--- src/rtl/regs_wr_arbiter_if.sv ---
`default_nettype none
// +----------------------------------------------------------------------+
// | Module   : regs_wr_arbiter_if                                         |
// | Brief    : Bus bundle for the register-file write-port arbiter:      |
// |            two writeback requesters, the write port, hazard query.   |
// | Revision : 1.0 - initial release                                     |
// +----------------------------------------------------------------------+
interface regs_wr_arbiter_if #(
  parameter int AW = 5,
  parameter int DW = 32
);
  logic          a_valid;
  logic          a_ready;
  logic [AW-1:0] a_addr;
  logic [DW-1:0] a_data;
  logic          b_valid;
  logic          b_ready;
  logic [AW-1:0] b_addr;
  logic [DW-1:0] b_data;
  logic          rf_we;
  logic [AW-1:0] rf_addr;
  logic [DW-1:0] rf_data;
  logic [AW-1:0] hz_addr;
  logic          hz_pending;
  logic          idle;
  logic [7:0]    drop_cnt;

  // Requesters, stall logic and register file side
  modport master (
    output a_valid, a_addr, a_data, b_valid, b_addr, b_data, hz_addr,
    input  a_ready, b_ready, rf_we, rf_addr, rf_data, hz_pending, idle, drop_cnt
  );

  // Arbiter side
  modport slave (
    input  a_valid, a_addr, a_data, b_valid, b_addr, b_data, hz_addr,
    output a_ready, b_ready, rf_we, rf_addr, rf_data, hz_pending, idle, drop_cnt
  );
endinterface
`default_nettype wire

--- src/rtl/regs_wr_arbiter.sv ---
`default_nettype none
// +----------------------------------------------------------------------+
// | Module   : regs_wr_arbiter                                            |
// | Brief    : Shares the register file write port between the ALU (A)  |
// |            and load (B) writeback paths. Each side has a DEPTH-entry |
// |            FIFO; a round-robin arbiter drains one entry per cycle    |
// |            into a registered write stage. Address-0 writes are       |
// |            dropped and counted. Hazard query reports in-flight regs. |
// | Revision : 1.0 - initial release                                     |
// +----------------------------------------------------------------------+
module regs_wr_arbiter #(
  parameter int DEPTH = 2,
  parameter int AW    = 5,
  parameter int DW    = 32
) (
  input  logic              clk,
  input  logic              rst,
  regs_wr_arbiter_if.slave  bus
);

  localparam int         c_NREQ     = 2;
  localparam int         c_PTR_W    = $clog2(DEPTH);
  localparam int         c_CNT_W    = c_PTR_W + 1;
  localparam logic [7:0] c_DROP_MAX = 8'hFF;

  // Index 0 is requester A, index 1 is requester B
  logic [c_NREQ-1:0]         w_in_valid;
  logic [c_NREQ-1:0][AW-1:0] w_in_addr;
  logic [c_NREQ-1:0][DW-1:0] w_in_data;
  logic [c_NREQ-1:0]         w_push;
  logic [c_NREQ-1:0]         w_pop;
  logic [c_NREQ-1:0]         w_empty;
  logic [c_NREQ-1:0]         w_full;
  logic [c_NREQ-1:0]         w_hit;
  logic [c_NREQ-1:0][AW-1:0] w_head_addr;
  logic [c_NREQ-1:0][DW-1:0] w_head_data;

  logic          w_grant;
  logic          w_sel_b;
  logic [AW-1:0] w_win_addr;
  logic [DW-1:0] w_win_data;

  logic          r_last_b;
  logic          r_rf_we;
  logic [AW-1:0] r_rf_addr;
  logic [DW-1:0] r_rf_data;
  logic [7:0]    r_drop_cnt;

  assign w_in_valid = {bus.b_valid, bus.a_valid};
  assign w_in_addr  = {bus.b_addr,  bus.a_addr};
  assign w_in_data  = {bus.b_data,  bus.a_data};

  for (genvar gi = 0; gi < c_NREQ; gi++) begin : g_fifo
    logic [AW-1:0]      r_mem_addr [DEPTH];
    logic [DW-1:0]      r_mem_data [DEPTH];
    logic [c_PTR_W-1:0] r_wr_ptr;
    logic [c_PTR_W-1:0] r_rd_ptr;
    logic [c_CNT_W-1:0] r_count;
    logic               w_hit_any;

    // Ready depends only on occupancy, so a full FIFO refuses even while popping
    assign w_empty[gi]     = (r_count == '0);
    assign w_full[gi]      = (r_count == c_CNT_W'(DEPTH));
    assign w_push[gi]      = w_in_valid[gi] & ~w_full[gi];
    assign w_head_addr[gi] = r_mem_addr[r_rd_ptr];
    assign w_head_data[gi] = r_mem_data[r_rd_ptr];

    // Entry storage; only slots inside the occupancy window are ever read
    always_ff @(posedge clk) begin
      if (w_push[gi]) begin
        r_mem_addr[r_wr_ptr] <= w_in_addr[gi];
        r_mem_data[r_wr_ptr] <= w_in_data[gi];
      end
    end

    // Pointers wrap naturally since DEPTH is a power of two
    always_ff @(posedge clk or posedge rst) begin
      if (rst) begin
        r_wr_ptr <= '0;
        r_rd_ptr <= '0;
        r_count  <= '0;
      end else begin
        if (w_push[gi]) r_wr_ptr <= r_wr_ptr + c_PTR_W'(1);
        if (w_pop[gi])  r_rd_ptr <= r_rd_ptr + c_PTR_W'(1);
        case ({w_push[gi], w_pop[gi]})
          2'b10:   r_count <= r_count + c_CNT_W'(1);
          2'b01:   r_count <= r_count - c_CNT_W'(1);
          default: r_count <= r_count;
        endcase
      end
    end

    // Scan live entries (offset from read pointer below occupancy) for the queried register
    always_comb begin
      w_hit_any = 1'b0;
      for (int j = 0; j < DEPTH; j++) begin
        if (({1'b0, c_PTR_W'(j) - r_rd_ptr} < r_count) && (r_mem_addr[j] == bus.hz_addr))
          w_hit_any = 1'b1;
      end
    end

    assign w_hit[gi] = w_hit_any;
  end

  // Round-robin: a lone non-empty side wins; on contention the side not granted last wins
  assign w_grant    = ~w_empty[0] | ~w_empty[1];
  assign w_sel_b    = ~w_empty[1] & (w_empty[0] | ~r_last_b);
  assign w_pop[0]   = ~w_empty[0] & ~w_sel_b;
  assign w_pop[1]   = ~w_empty[1] &  w_sel_b;
  assign w_win_addr = w_sel_b ? w_head_addr[1] : w_head_addr[0];
  assign w_win_data = w_sel_b ? w_head_data[1] : w_head_data[0];

  // Registered write stage; address-0 heads are consumed without a write and counted
  always_ff @(posedge clk or posedge rst) begin
    if (rst) begin
      r_last_b   <= 1'b1;
      r_rf_we    <= 1'b0;
      r_rf_addr  <= '0;
      r_rf_data  <= '0;
      r_drop_cnt <= '0;
    end else if (w_grant) begin
      r_last_b  <= w_sel_b;
      r_rf_we   <= (w_win_addr != '0);
      r_rf_addr <= w_win_addr;
      r_rf_data <= w_win_data;
      if ((w_win_addr == '0) && (r_drop_cnt != c_DROP_MAX))
        r_drop_cnt <= r_drop_cnt + 8'd1;
    end else begin
      r_rf_we <= 1'b0;
    end
  end

  assign bus.a_ready    = ~w_full[0] & ~rst;
  assign bus.b_ready    = ~w_full[1] & ~rst;
  assign bus.rf_we      = r_rf_we;
  assign bus.rf_addr    = r_rf_addr;
  assign bus.rf_data    = r_rf_data;
  assign bus.drop_cnt   = r_drop_cnt;
  assign bus.idle       = w_empty[0] & w_empty[1] & ~r_rf_we;
  assign bus.hz_pending = (bus.hz_addr != '0) &
                          ((|w_hit) | (r_rf_we & (r_rf_addr == bus.hz_addr)));

endmodule
`default_nettype wire

--- src/flat_wrapper.sv ---
// flat-port wrapper written by rule: the top's interface ports become plain ports
module regs_wr_arbiter_flat 
#(
  parameter int DEPTH = 2,
  parameter int AW    = 5,
  parameter int DW    = 32
)
  (clk, rst, bus_a_valid, bus_a_addr, bus_a_data, bus_b_valid, bus_b_addr, bus_b_data, bus_hz_addr, bus_a_ready, bus_b_ready, bus_rf_we, bus_rf_addr, bus_rf_data, bus_hz_pending, bus_idle, bus_drop_cnt);
  regs_wr_arbiter_if #(.AW(AW), .DW(DW)) bus_i ();
  input  logic clk;
  input  logic rst;
  input wire logic [$bits(bus_i.a_valid)-1:0] bus_a_valid;
  input wire logic [$bits(bus_i.a_addr)-1:0] bus_a_addr;
  input wire logic [$bits(bus_i.a_data)-1:0] bus_a_data;
  input wire logic [$bits(bus_i.b_valid)-1:0] bus_b_valid;
  input wire logic [$bits(bus_i.b_addr)-1:0] bus_b_addr;
  input wire logic [$bits(bus_i.b_data)-1:0] bus_b_data;
  input wire logic [$bits(bus_i.hz_addr)-1:0] bus_hz_addr;
  output wire logic [$bits(bus_i.a_ready)-1:0] bus_a_ready;
  output wire logic [$bits(bus_i.b_ready)-1:0] bus_b_ready;
  output wire logic [$bits(bus_i.rf_we)-1:0] bus_rf_we;
  output wire logic [$bits(bus_i.rf_addr)-1:0] bus_rf_addr;
  output wire logic [$bits(bus_i.rf_data)-1:0] bus_rf_data;
  output wire logic [$bits(bus_i.hz_pending)-1:0] bus_hz_pending;
  output wire logic [$bits(bus_i.idle)-1:0] bus_idle;
  output wire logic [$bits(bus_i.drop_cnt)-1:0] bus_drop_cnt;
  assign bus_i.a_valid = bus_a_valid;
  assign bus_i.a_addr = bus_a_addr;
  assign bus_i.a_data = bus_a_data;
  assign bus_i.b_valid = bus_b_valid;
  assign bus_i.b_addr = bus_b_addr;
  assign bus_i.b_data = bus_b_data;
  assign bus_i.hz_addr = bus_hz_addr;
  assign bus_a_ready = bus_i.a_ready;
  assign bus_b_ready = bus_i.b_ready;
  assign bus_rf_we = bus_i.rf_we;
  assign bus_rf_addr = bus_i.rf_addr;
  assign bus_rf_data = bus_i.rf_data;
  assign bus_hz_pending = bus_i.hz_pending;
  assign bus_idle = bus_i.idle;
  assign bus_drop_cnt = bus_i.drop_cnt;
  regs_wr_arbiter #(.DEPTH(DEPTH), .AW(AW), .DW(DW)) u_core (.clk(clk), .rst(rst), .bus(bus_i));
endmodule
--- config.mk ---
export PLATFORM = sky130hd
export DESIGN_NAME = regs_wr_arbiter_flat
export DESIGN_NICKNAME = d
export VERILOG_FILES = /design/src/rtl/regs_wr_arbiter_if.sv /design/src/rtl/regs_wr_arbiter.sv /design/src/flat_wrapper.sv
export SDC_FILE = /design/constraint.sdc
export NUM_CORES = 1
export LEC_CHECK = 0
export BUFFER_PORTS_ARGS = -buffer_cell sky130_fd_sc_hd__clkbuf_2
export CAP_MARGIN = 25
export CORE_ASPECT_RATIO = 1.2
export CORE_MARGIN = 2
export CORE_UTILIZATION = 45
export CTS_BUF_LIST = sky130_fd_sc_hd__clkbuf_8
export DETAILED_ROUTE_END_ITERATION = 7
export GPL_ROUTABILITY_DRIVEN = 0
export GPL_TIMING_DRIVEN = 0
export PLACE_DENSITY = 0.76
export SETUP_SLACK_MARGIN = 0.02
export SLEW_MARGIN = 20
export SYNTH_ARGS = -nofsm -noshare
export SYNTH_HDL_FRONTEND = slang
export SYNTH_SLANG_ARGS = --single-unit
--- constraint.sdc ---
create_clock -name clk -period 3.3 [get_ports clk]
set_input_delay 0.495 -clock clk [delete_from_list [all_inputs] [get_ports clk]]
set_output_delay 0.495 -clock clk [all_outputs]
set_load 0.005 [all_outputs]
==> reports/qor.csv, run 1 <==
metric;value;unit
fin crit share;86.54;%
max cap viols;0;
sequential power share;42.2;%
top cell type's share of synthesized area;53.76;%
Die ar.;0.01948;mm^2
Worst Skew;9.689;ps
total wire length;17640;um
port bufs;127;
initial core utilization;45.65;%
initial antenna violation count;0;
Int Pwr;6.185;mW
DRC viols;0;
minimum period implied by the final worst setup slack;2856;ps
antenna-violating nets left;0;
PostCTS Resize Cnt;0;
Peak VDD IR;0.4459;mV
worst min path class;primary input to register;
Util after Layout;55.19;%
Hold Path End;u_core.g_fifo[1].r_mem_data[0][18]$_DFFE_PP_;
Worst setup SP type;register;
Ys Warns;0;
most common cell in the netlist;edfxtp_1;
leading area contributor after synthesis;edfxtp_1;
Net Sw Frac;33.38;%
Clock power frac;23.0;%
Vias/cell;5.115;
syn_area_per_cell;14.50;um^2
met1 Resource Use GR;21.10;%
combinational power share;34.8;%
ranking of synthesized cells by area;edfxtp_1, dfrtp_1, mux2_2;
critical path endpoint category;output pin;
grt ovf;0;
Mapped Area;0.008267;mm^2
vias in the first global route;5304;
Setup WS post-layout;444.2;ps
hold path start;bus_b_data[18];
H-tree depth;1;
final antenna diode count;0;
predominant post-synthesis flop cell;edfxtp_1;
Post-synth EDFFs;148;
critical path fanouts, max;10;
largest net degree at the start of global routing;30;
LEAKAGE;3.955;nW
first-pass GRT wire length;27280;um
Fin. Hold Viols;0;
worst-margin pin slew;727.1;ps
initial DRC count;221;
status;finished, final reports clean;
DIE HEIGHT;152.5;um
# IOs;133;
met3 Usage GRT;3.546;%
top post-synthesis cells by count;edfxtp_1, dfrtp_1, nand2_1, nor2_1, mux2i_1;
WP data required;2800;ps
reg2reg path depth;5;
drt first pass iters;6;
HPWL after detailed placement;12500;um
# rows;54;
TritonCTS clock tree;yes;
Worst R2R Setup Slack;1120;ps
Die Wd;127.7;um
reg2reg start;u_core.g_fifo[1].r_count[1]$_DFFE_PP0P_;
clock-pin slew of the registers on the worst-case setup and hold paths;70;ps
Worst EP arrival;2360;ps
Syn Nets;656;
Final Setup Violations;0;
fmax;0.3502;GHz
Yosys reg bits;203;
worst setup path class;register to output pin;
Sink Count;203;
CTS Buf Count;31;
Cell variety after synth;41;
RSZ-0062 raised after global routing;no;
Top Usage Layer GRT;met2;
vias;5033;
Core ar.;0.01811;mm^2
dpl ws;956.6;ps
Mapped Cells;570;
met2 Use GR;33.10;%
clk_lat worst skew;540;ps
post-synthesis async set-or-reset flop share;27.09;%
Slew Viols, Final;0;
nets@finish;822;
post-synthesis sequential area ratio;70.43;%
CTS root buf;clkbuf_8;
Hold Crit Depth;1;
relative slew slack;51.52;%
Worst Hold Margin;141.1;ps
Syn-to-layout area delta;20.89;%
pwr dens;929.0;mW/mm^2
Sw Pwr;3.099;mW
Max Buffers Root-to-Sink;3;
fraction of layout cells with a size suffix above 1;32.50;%
gr usage total;18.17;%
reg2reg end;u_core.bus.rf_data[31]$_DFFE_PP0P_;
WL/cell;17.92;um
worst max-delay path, cell delays in order (launching register included):
cell	delay [ps]
dfrtp_1	350
buf_2	160
buf_2	220
o21bai_1	170
nand4_1	130
o31ai_1	470
o22a_1	230
clkbuf_2	110
cell usage in the layout (no fill, tap or decap), drive strengths merged, types with 12 or more instances in the layout:
| master | Yosys | final |
|---|---|---|
| clkbuf | 12 | 181 |
| edfxtp | 148 | 148 |
| dfrtp | 54 | 54 |
| nand2 | 46 | 46 |
| nor2 | 46 | 46 |
| mux2i | 40 | 40 |
| o21ai | 39 | 39 |
| a21oi | 36 | 36 |
| mux2 | 36 | 36 |
| buf | 23 | 28 |
| xnor2 | 25 | 25 |
| xor2 | 17 | 17 |
| inv | 5 | 12 |
power by group through the flow:
stage	Combinational (mW)	Clock [mW]	Sequential [mW]
floorplan	2.17	0	3.91
global placement	3.10	0	3.97
detailed placement	3.27	0	3.97
CTS	3.28	2.18	3.92
global route	3.59	2.30	3.98
finish	3.23	2.13	3.92
area by class of cell:
class | count | area, um^2
buffer | 35 | 187.7
clock buffer | 42 | 578.1
clock inverter | 15 | 87.58
fill | 1552 | 8114
inverter | 5 | 21.27
multi-input combinational | 327 | 2256
sequential | 203 | 5822
tap | 224 | 280.3
timing repair buffer | 133 | 760.7
kinds of logic after synthesis:
kind of cell / synth area share, %
DFF: 70.43
xor gates and xnor gates: 4.450
buffers and inverters: 2.497
adders and majority gates: 0.4541
muxes: 9.944
and+or+nand+nor: 6.569
AOI/OAI and AO/OA: 5.661
metrics by stage:
stage	setup TNS (ps)	cell area (um^2)	power [mW]	std cells
detailed placement	0	9318	7.237	926
floorplan	0	8267	6.083	570
global route	0	9993	9.866	984
finish	0	9993	9.283	984
global placement	-41960	9183	7.071	921
CTS	0	9993	9.382	984
layer usage:
metal | wire (um) | share of wire (%)
met2 | 9234 | 52
met3 | 967 | 5.5
met1 | 6904 | 39
met4 | 529 | 3.0
met5 | 0 | 0
timing repair:
action                    in CTS  in global routing
hold endpoints to repair      27                  0
hold buffers                   1                  0
setup buffers                  0                  0
state kept, by name (all words and copies together), names as in the netlist, 2 cells and up:
| name | count |
|---|---|
| u_core.bus.rf_data | 32 |
| u_core.g_fifo.r_mem_addr | 20 |
| u_core.g_fifo.r_count | 4 |
| u_core.bus.drop_cnt | 8 |
| u_core.g_fifo.r_rd_ptr | 2 |
| u_core.g_fifo.r_mem_data | 128 |
| u_core.bus.rf_addr | 5 |
| u_core.g_fifo.r_wr_ptr | 2 |
worst max-delay path by stage:
stage	startpoint	endpoint	cells past startpoint
after global routing	u_core.g_fifo[1].r_rd_ptr$_DFFE_PP0P_	bus_hz_pending	7
after floorplan	u_core.g_fifo[1].r_count[0]$_DFFE_PP0P_	u_core.g_fifo[1].r_mem_addr[0][0]$_DFFE_PP_	5
after CTS	u_core.g_fifo[1].r_rd_ptr$_DFFE_PP0P_	bus_hz_pending	7
after global placement	u_core.g_fifo[0].r_count[0]$_DFFE_PP0P_	u_core.g_fifo[0].r_mem_data[0][10]$_DFFE_PP_	5
after detailed placement	bus_hz_addr[2]	bus_hz_pending	7
final	u_core.g_fifo[1].r_rd_ptr$_DFFE_PP0P_	bus_hz_pending	7
Note: power is estimated with default switching activity, not from simulation.
==> inputs of run 2 (changes only) <==
--- a/config.mk
+++ b/config.mk
@@ -8,7 +8,6 @@
 export BUFFER_PORTS_ARGS = -buffer_cell sky130_fd_sc_hd__clkbuf_2
 export CAP_MARGIN = 25
 export CORE_ASPECT_RATIO = 1.2
-export CORE_MARGIN = 2
 export CORE_UTILIZATION = 45
 export CTS_BUF_LIST = sky130_fd_sc_hd__clkbuf_8
 export DETAILED_ROUTE_END_ITERATION = 7
==> run 2 against run 1 <==
  * Cell count down 0.71%
  * Non-clock buffer count shrank 2
  * Setup slack improved by 95 ps
  * Global-route usage up 0.79 points
  * First-iteration DRC count rose by 24%
  * Die area decreased by 2.9%
  * Register-to-register slack lost 150 ps
  * Design area shrank 0.94%
  * Count of clock-buffer cells in the layout is 11 lower
==> reports/qor.csv, run 2 (synthesis results as in run 1) <==
metric;value;unit;change
family with the most delay on the worst path;compound AO/OA/AOI/OAI gates;;
H-tree depth;1;;unchanged
Peak VDD IR;0.4043;mV;-9.3%
reg2reg start;u_core.g_fifo[1].r_count[1]$_DFFE_PP0P_;;
most frequent cells in the layout;edfxtp_1, clkbuf_2, dfrtp_1, nand2_1, nor2_1;;
first-pass GRT wire length;27420;um;+0.53%
worst-margin pin slew;725.2;ps;-1.948 ps
fmax;0.3622;GHz;+3.4%
Total Power;9.203;mW;-0.87%
worst setup path class;register to output pin;;
total wire length;17520;um;-0.67%
clk_lat worst skew;540;ps;about the same
fraction of layout cells with a size suffix above 1;31.57;%;-0.93 points
Fin. Hold Viols;0;;unchanged
Critical path buffers and inverters;3;;unchanged
worst min path class;primary input to asynchronous set/reset pin;;
relative slew slack;51.65;%;+0.13 points
critical path fanouts, max;10;;unchanged
critical path endpoint category;output pin;;
final std cells w/o fill;977;;-0.71%
Worst R2R Setup Slack;970;ps;-150 ps
initial antenna violation count;0;;unchanged
max cap viols;0;;unchanged
Worst EP arrival;2270;ps;-90 ps
Slew Viols, Final;0;;unchanged
minimum period implied by the final worst setup slack;2761;ps;-95.12 ps
clock-pin slew of the registers on the worst-case setup and hold paths;60;ps;about the same
antenna-violating nets left;0;;unchanged
CP max stage cell;dfrtp_1;;
fin crit share;83.66;%;-2.9 points
DIE HEIGHT;150.5;um;-1.3%
Die ar.;0.01892;mm^2;-2.9%
fillcell total;1476;;-4.9%
WP data required;2800;ps;about the same
Max Buffers Root-to-Sink;3;;unchanged
initial core utilization;46.52;%;+0.86 points
Worst Hold Margin;121.2;ps;-19.89 ps
grt ovf;0;;unchanged
final antenna diode count;0;;unchanged
DRC viols;0;;unchanged
RSZ-0062 raised after global routing;no;;
setup bufs post-CTS;0;;unchanged
CTS Buf Count;30;;-3.2%
drt first pass iters;5;;-1
# IOs;133;;unchanged
Core ar.;0.01777;mm^2;-1.9%
Worst setup SP type;register;;
# rows;53;;-1.9%
port bufs;127;;unchanged
HPWL after detailed placement;12470;um;-0.23%
hold_buf cts;0;;-1
TritonCTS clock tree;yes;;
Final Setup Violations;0;;unchanged
Critical path origin;u_core.g_fifo[1].r_rd_ptr$_DFFE_PP0P_;;
Vias/cell;5.108;;-0.12%
largest reg by FF count;u_core.g_fifo.r_mem_data;;
max reg flops;128;;unchanged
status;finished, final reports clean;;
reg2reg path depth;9;;+4
PostCTS Resize Cnt;0;;unchanged
LEAKAGE;3.915;nW;-1.0%
vias in the first global route;5294;;-0.19%
gr usage total;18.96;%;+0.79 points
Worst Skew;11.26;ps;+1.569 ps
most common cell after layout, fill and taps aside;edfxtp_1;;
initial DRC count;274;;+24%
final setup TNS;0;ps;unchanged
WL/cell;17.93;um;about the same
Syn-to-layout area delta;19.75;%;
Placed Instances;921;;-0.54%
largest net degree at the start of global routing;56;;+87%
Sink Count;203;;unchanged
vias;4991;;-0.83%
Die Wd;125.7;um;-1.6%
most used cell, CP;buf_2;;
CP endpoint;bus_hz_pending;;
Crit path depth;7;;unchanged
reg2reg end;u_core.g_fifo[0].r_count[1]$_DFFE_PP0P_;;
Critical Path Max Stage Delay;370;ps;-100 ps
CTS root buf;clkbuf_8;;
nets@finish;819;;-0.36%
pwr dens;929.6;mW/mm^2;about the same
worst-path cell chain;buf_2, buf_2, o21bai_1, nand4_1, o31ai_1, o22a_1, clkbuf_2;;
==> run 2: cell types whose count changed in the layout (fill, tap and decap cells not counted) <==
cell | previous run | this run
buf_12 | 3 | 2
clkbuf_8 | 42 | 31
clkinv_2 | 4 | 6
inv_1 | 11 | 13
bufinv_16 | 1 | 3
dlygate4sd3_1 | 1 | 0
clkinv_1 | 3 | 7
==> run 2: power breakdown <==
group | internal [mW] | switching, mW
sequential | 3.59 | 0.328
combinational | 1.39 | 1.87
clock | 1.11 | 0.926
==> run 2: stage by stage <==
| stage | setup WS [ps] | utilization [%] | area (um^2) |
|---|---|---|---|
| floorplan | 596.0 | - | 8267 |
| global placement | -550.5 | 51.64 | 9178 |
| detailed placement | 957.7 | 52.29 | 9293 |
| CTS | 515.9 | 55.70 | 9899 |
| global route | 423.4 | 55.70 | 9899 |
| finish | 539.3 | 55.70 | 9899 |
==> run 2: worst register-to-register path: cells and delay by family, from the launching register on <==
family	cells	cell delay (ps)
adder cells (fa/ha/maj)	1	330
flip-flops	1	350
buffers and inverters	3	610
XOR/XNOR	1	140
AND/OR/NAND/NOR	4	820
==> run 2: worst min-delay path by stage <==
| stage | start | end | cells after the start |
|---|---|---|---|
| after detailed placement | u_core.bus.rf_data[11]$_DFFE_PP0P_ | u_core.bus.rf_data[11]$_DFFE_PP0P_ | 2 |
| after global placement | u_core.bus.rf_data[15]$_DFFE_PP0P_ | u_core.bus.rf_data[15]$_DFFE_PP0P_ | 2 |
| after floorplan | u_core.g_fifo[1].r_wr_ptr$_DFFE_PP0N_ | u_core.g_fifo[1].r_wr_ptr$_DFFE_PP0N_ | 1 |
| after global routing | bus_a_data[25] | u_core.g_fifo[0].r_mem_data[1][25]$_DFFE_PP_ | 1 |
| after CTS | bus_a_data[15] | u_core.g_fifo[0].r_mem_data[1][15]$_DFFE_PP_ | 1 |
| final | rst | u_core.bus.rf_addr[4]$_DFFE_PP0P_ | 2 |
==> run 2: routing by layer <==
metal  part of all wire (%)  track usage (%)
met5                      0                0
met2                     52            34.53
met4                    2.1            6.386
met1                     41            23.10
met3                    4.6            2.843
==> run 2: final cells by class <==
type	instances	area (um^2)	share of cell area, %
Inverter	5	21.27	0.2149
Tap cell	220	275.3	2.781
Multi-Input combinational cell	327	2256	22.79
Sequential cell	203	5822	58.81
Clock inverter	25	180.2	1.820
Clock buffer	31	426.7	4.310
Buffer	35	187.7	1.896
Timing Repair Buffer	131	730.7	7.381
==> inputs of run 3 (changes only) <==
==> constraint.sdc (replaced) <==
create_clock -name clk -period 2.7 [get_ports clk]
set_input_delay 0.405 -clock clk [delete_from_list [all_inputs] [get_ports clk]]
set_output_delay 0.405 -clock clk [all_outputs]
set_load 0.005 [all_outputs]
==> run 3 against run 2 <==
  * Clock power is 29% higher
  * Global-route usage is essentially flat
  * Worst hold slack got worse by 110 ps
  * Total power is 24% higher
  * Via count up 2.4%
  * Non-clock buffer count unchanged
  * Core utilization up 0.37 points
  * Critical endpoint unchanged
  * Die area unchanged
  * Combinational power rose by 23%
==> reports/qor.csv, run 3 (synthesis results as in run 1) <==
metric;value;unit;change
pwr dens;1145;mW/mm^2;+23%
largest net degree at the start of global routing;56;;unchanged
Core ar.;0.01777;mm^2;unchanged
hold_buf cts;0;;unchanged
critical path endpoint category;output pin;;
Util after Layout;56.08;%;+0.37 points
worst setup path class;register to output pin;;
WP data required;2300;ps;-500 ps
final std cells w/o fill;978;;+0.10%
combinational power share;35.0;%;-0.4 points
worst-margin pin slew;760.9;ps;+35.70 ps
status;finished, final reports clean;;
vias in the first global route;5256;;-0.72%
TritonCTS clock tree;yes;;
Sink Count;203;;unchanged
max reg flops;128;;unchanged
Fin. Hold Viols;0;;unchanged
Setup WS post-layout;146.1;ps;-393.2 ps
clock-pin slew of the registers on the worst-case setup and hold paths;70;ps;about the same
Int Pwr;7.571;mW;+25%
Crit path depth;7;;unchanged
Final Cell Area;0.009966;mm^2;+0.67%
# rows;53;;unchanged
HPWL after detailed placement;12710;um;+1.9%
Syn-to-layout area delta;20.55;%;
Sw Pwr;3.835;mW;+23%
critical path fanouts, max;10;;unchanged
fin crit share;94.59;%;
placed cell area;0.009308;mm^2;+0.16%
grt ovf;0;;unchanged
initial core utilization;46.52;%;unchanged
worst-path cell chain;buf_2, buf_2, o21bai_1, nand4_1, o31ai_2, o22a_1, clkbuf_2;;
Placed Instances;921;;unchanged
CTS Buf Count;31;;+3.3%
worst min path class;primary input to asynchronous set/reset pin;;
nets@finish;820;;+0.12%
antenna-violating nets left;0;;unchanged
DRC viols;0;;unchanged
gr usage total;18.99;%;+0.027 points
RSZ-0062 raised after global routing;no;;
Die ar.;0.01892;mm^2;unchanged
CTS root buf;clkbuf_8;;
Critical path buffers and inverters;3;;unchanged
reg2reg path depth;9;;unchanged
largest reg by FF count;u_core.g_fifo.r_mem_data;;
Net Sw Frac;33.62;%;-0.31 points
DIE HEIGHT;150.5;um;unchanged
Total Power;11.41;mW;+24%
total wire length;17730;um;+1.2%
fmax;0.3916;GHz;
Vias/cell;5.228;;+2.3%
family with the most delay on the worst path;compound AO/OA/AOI/OAI gates;;
most used cell, CP;buf_2;;
Final Setup Violations;0;;unchanged
CP max stage cell;dfrtp_1;;
Peak VDD IR;0.5880;mV;+45%
fraction of layout cells with a size suffix above 1;32.06;%;+0.49 points
LEAKAGE;3.927;nW;+0.31%
Worst Hold Margin;14.16;ps;-107.0 ps
Slew Viols, Final;0;;unchanged
port bufs;127;;unchanged
final setup TNS;0;ps;unchanged
relative slew slack;49.27;%;-2.4 points
drt first pass iters;5;;unchanged
final antenna diode count;0;;unchanged
Worst setup SP type;register;;
Critical Path Max Stage Delay;350;ps;-20 ps
Max Buffers Root-to-Sink;3;;unchanged
most frequent cells in the layout;edfxtp_1, clkbuf_2, dfrtp_1, nand2_1, nor2_1;;
minimum period implied by the final worst setup slack;2554;ps;
# IOs;133;;unchanged
vias;5113;;+2.4%
clk_lat worst skew;540;ps;about the same
first-pass GRT wire length;27710;um;+1.1%
initial DRC count;229;;-16%
most common cell after layout, fill and taps aside;edfxtp_1;;
Worst Skew;10.04;ps;-1.215 ps
Clock power frac;22.9;%;+0.8 points
Die Wd;125.7;um;unchanged
sequential power share;42.1;%;-0.4 points
max cap viols;0;;unchanged
Worst EP arrival;2150;ps;-120 ps
dpl ws;472.7;ps;-485.1 ps
WL/cell;18.13;um;+1.1%
H-tree depth;1;;unchanged
initial antenna violation count;1;;+1
-- run 3: cell types whose count changed in the layout (fill, tap and decap cells not counted) --
cell / delta
o31ai_2: +1
inv_1: -5
buf_12: -2
o31ai_1: -1
clkinv_2: -2
clkbuf_8: +4
inv_6: +1
buf_16: +2
clkinv_1: +3
-- run 3: per-layer routing --
metal / global-route usage (%) / wire length, um
met1: 23.55 / 7178
met2: 33.58 / 9089
met3: 3.518 / 1068
met4: 6.386 / 392
met5: 0 / 0
-- run 3: worst paths after layout --
path	start	to	slack, ps
worst max register to register	u_core.g_fifo[1].r_count[1]$_DFFE_PP0P_	u_core.g_fifo[0].r_count[1]$_DFFE_PP0P_	450
worst max-delay path	u_core.g_fifo[1].r_rd_ptr$_DFFE_PP0P_	bus_hz_pending	150
worst min register to register	u_core.bus.rf_data[11]$_DFFE_PP0P_	u_core.bus.rf_data[11]$_DFFE_PP0P_	480
max in group asynchronous	rst	u_core.bus.rf_data[19]$_DFFE_PP0P_	2180
min in group clk	bus_b_data[25]	u_core.g_fifo[1].r_mem_data[1][25]$_DFFE_PP_	60
worst min-delay path	rst	u_core.bus.drop_cnt[1]$_DFFE_PP0P_	10
-- run 3: final cells by class --
type                       count  area (um^2)
clock buffer                  35        481.7
multi-input combinational    327         2261
clock inverter                22        171.4
fill                        1457         7806
sequential                   203         5822
timing repair buffer         131        745.7
buffer                        35        187.7
tap                          220        275.3
inverter                       5        21.27
-- run 3: power by group through the flow --
stage	clock, mW	combinational, mW	sequential (mW)
2_1_floorplan	0	2.66	4.78
3_3_place_gp	0	3.73	4.83
3_5_place_dp	0	4.02	4.86
4_1_cts	2.66	4.03	4.80
5_1_grt	2.81	4.41	4.87
6_report	2.61	3.99	4.80
-- run 3: timing repair --
item / 4_1_cts / 5_1_grt
setup buffers: 0 / 0
resized for setup: 0 / 1
hold endpoints to repair: 0 / 0
endpoints found under the setup margin: 0 / 1
-- run 3: worst register-to-register path, delay by kind of cell, from the launching register on --
kind	cells	cell delay (ps)
simple gates	4	760
xor+xnor	1	140
fa+ha+maj	1	310
flops	1	360
buf+inv	3	610
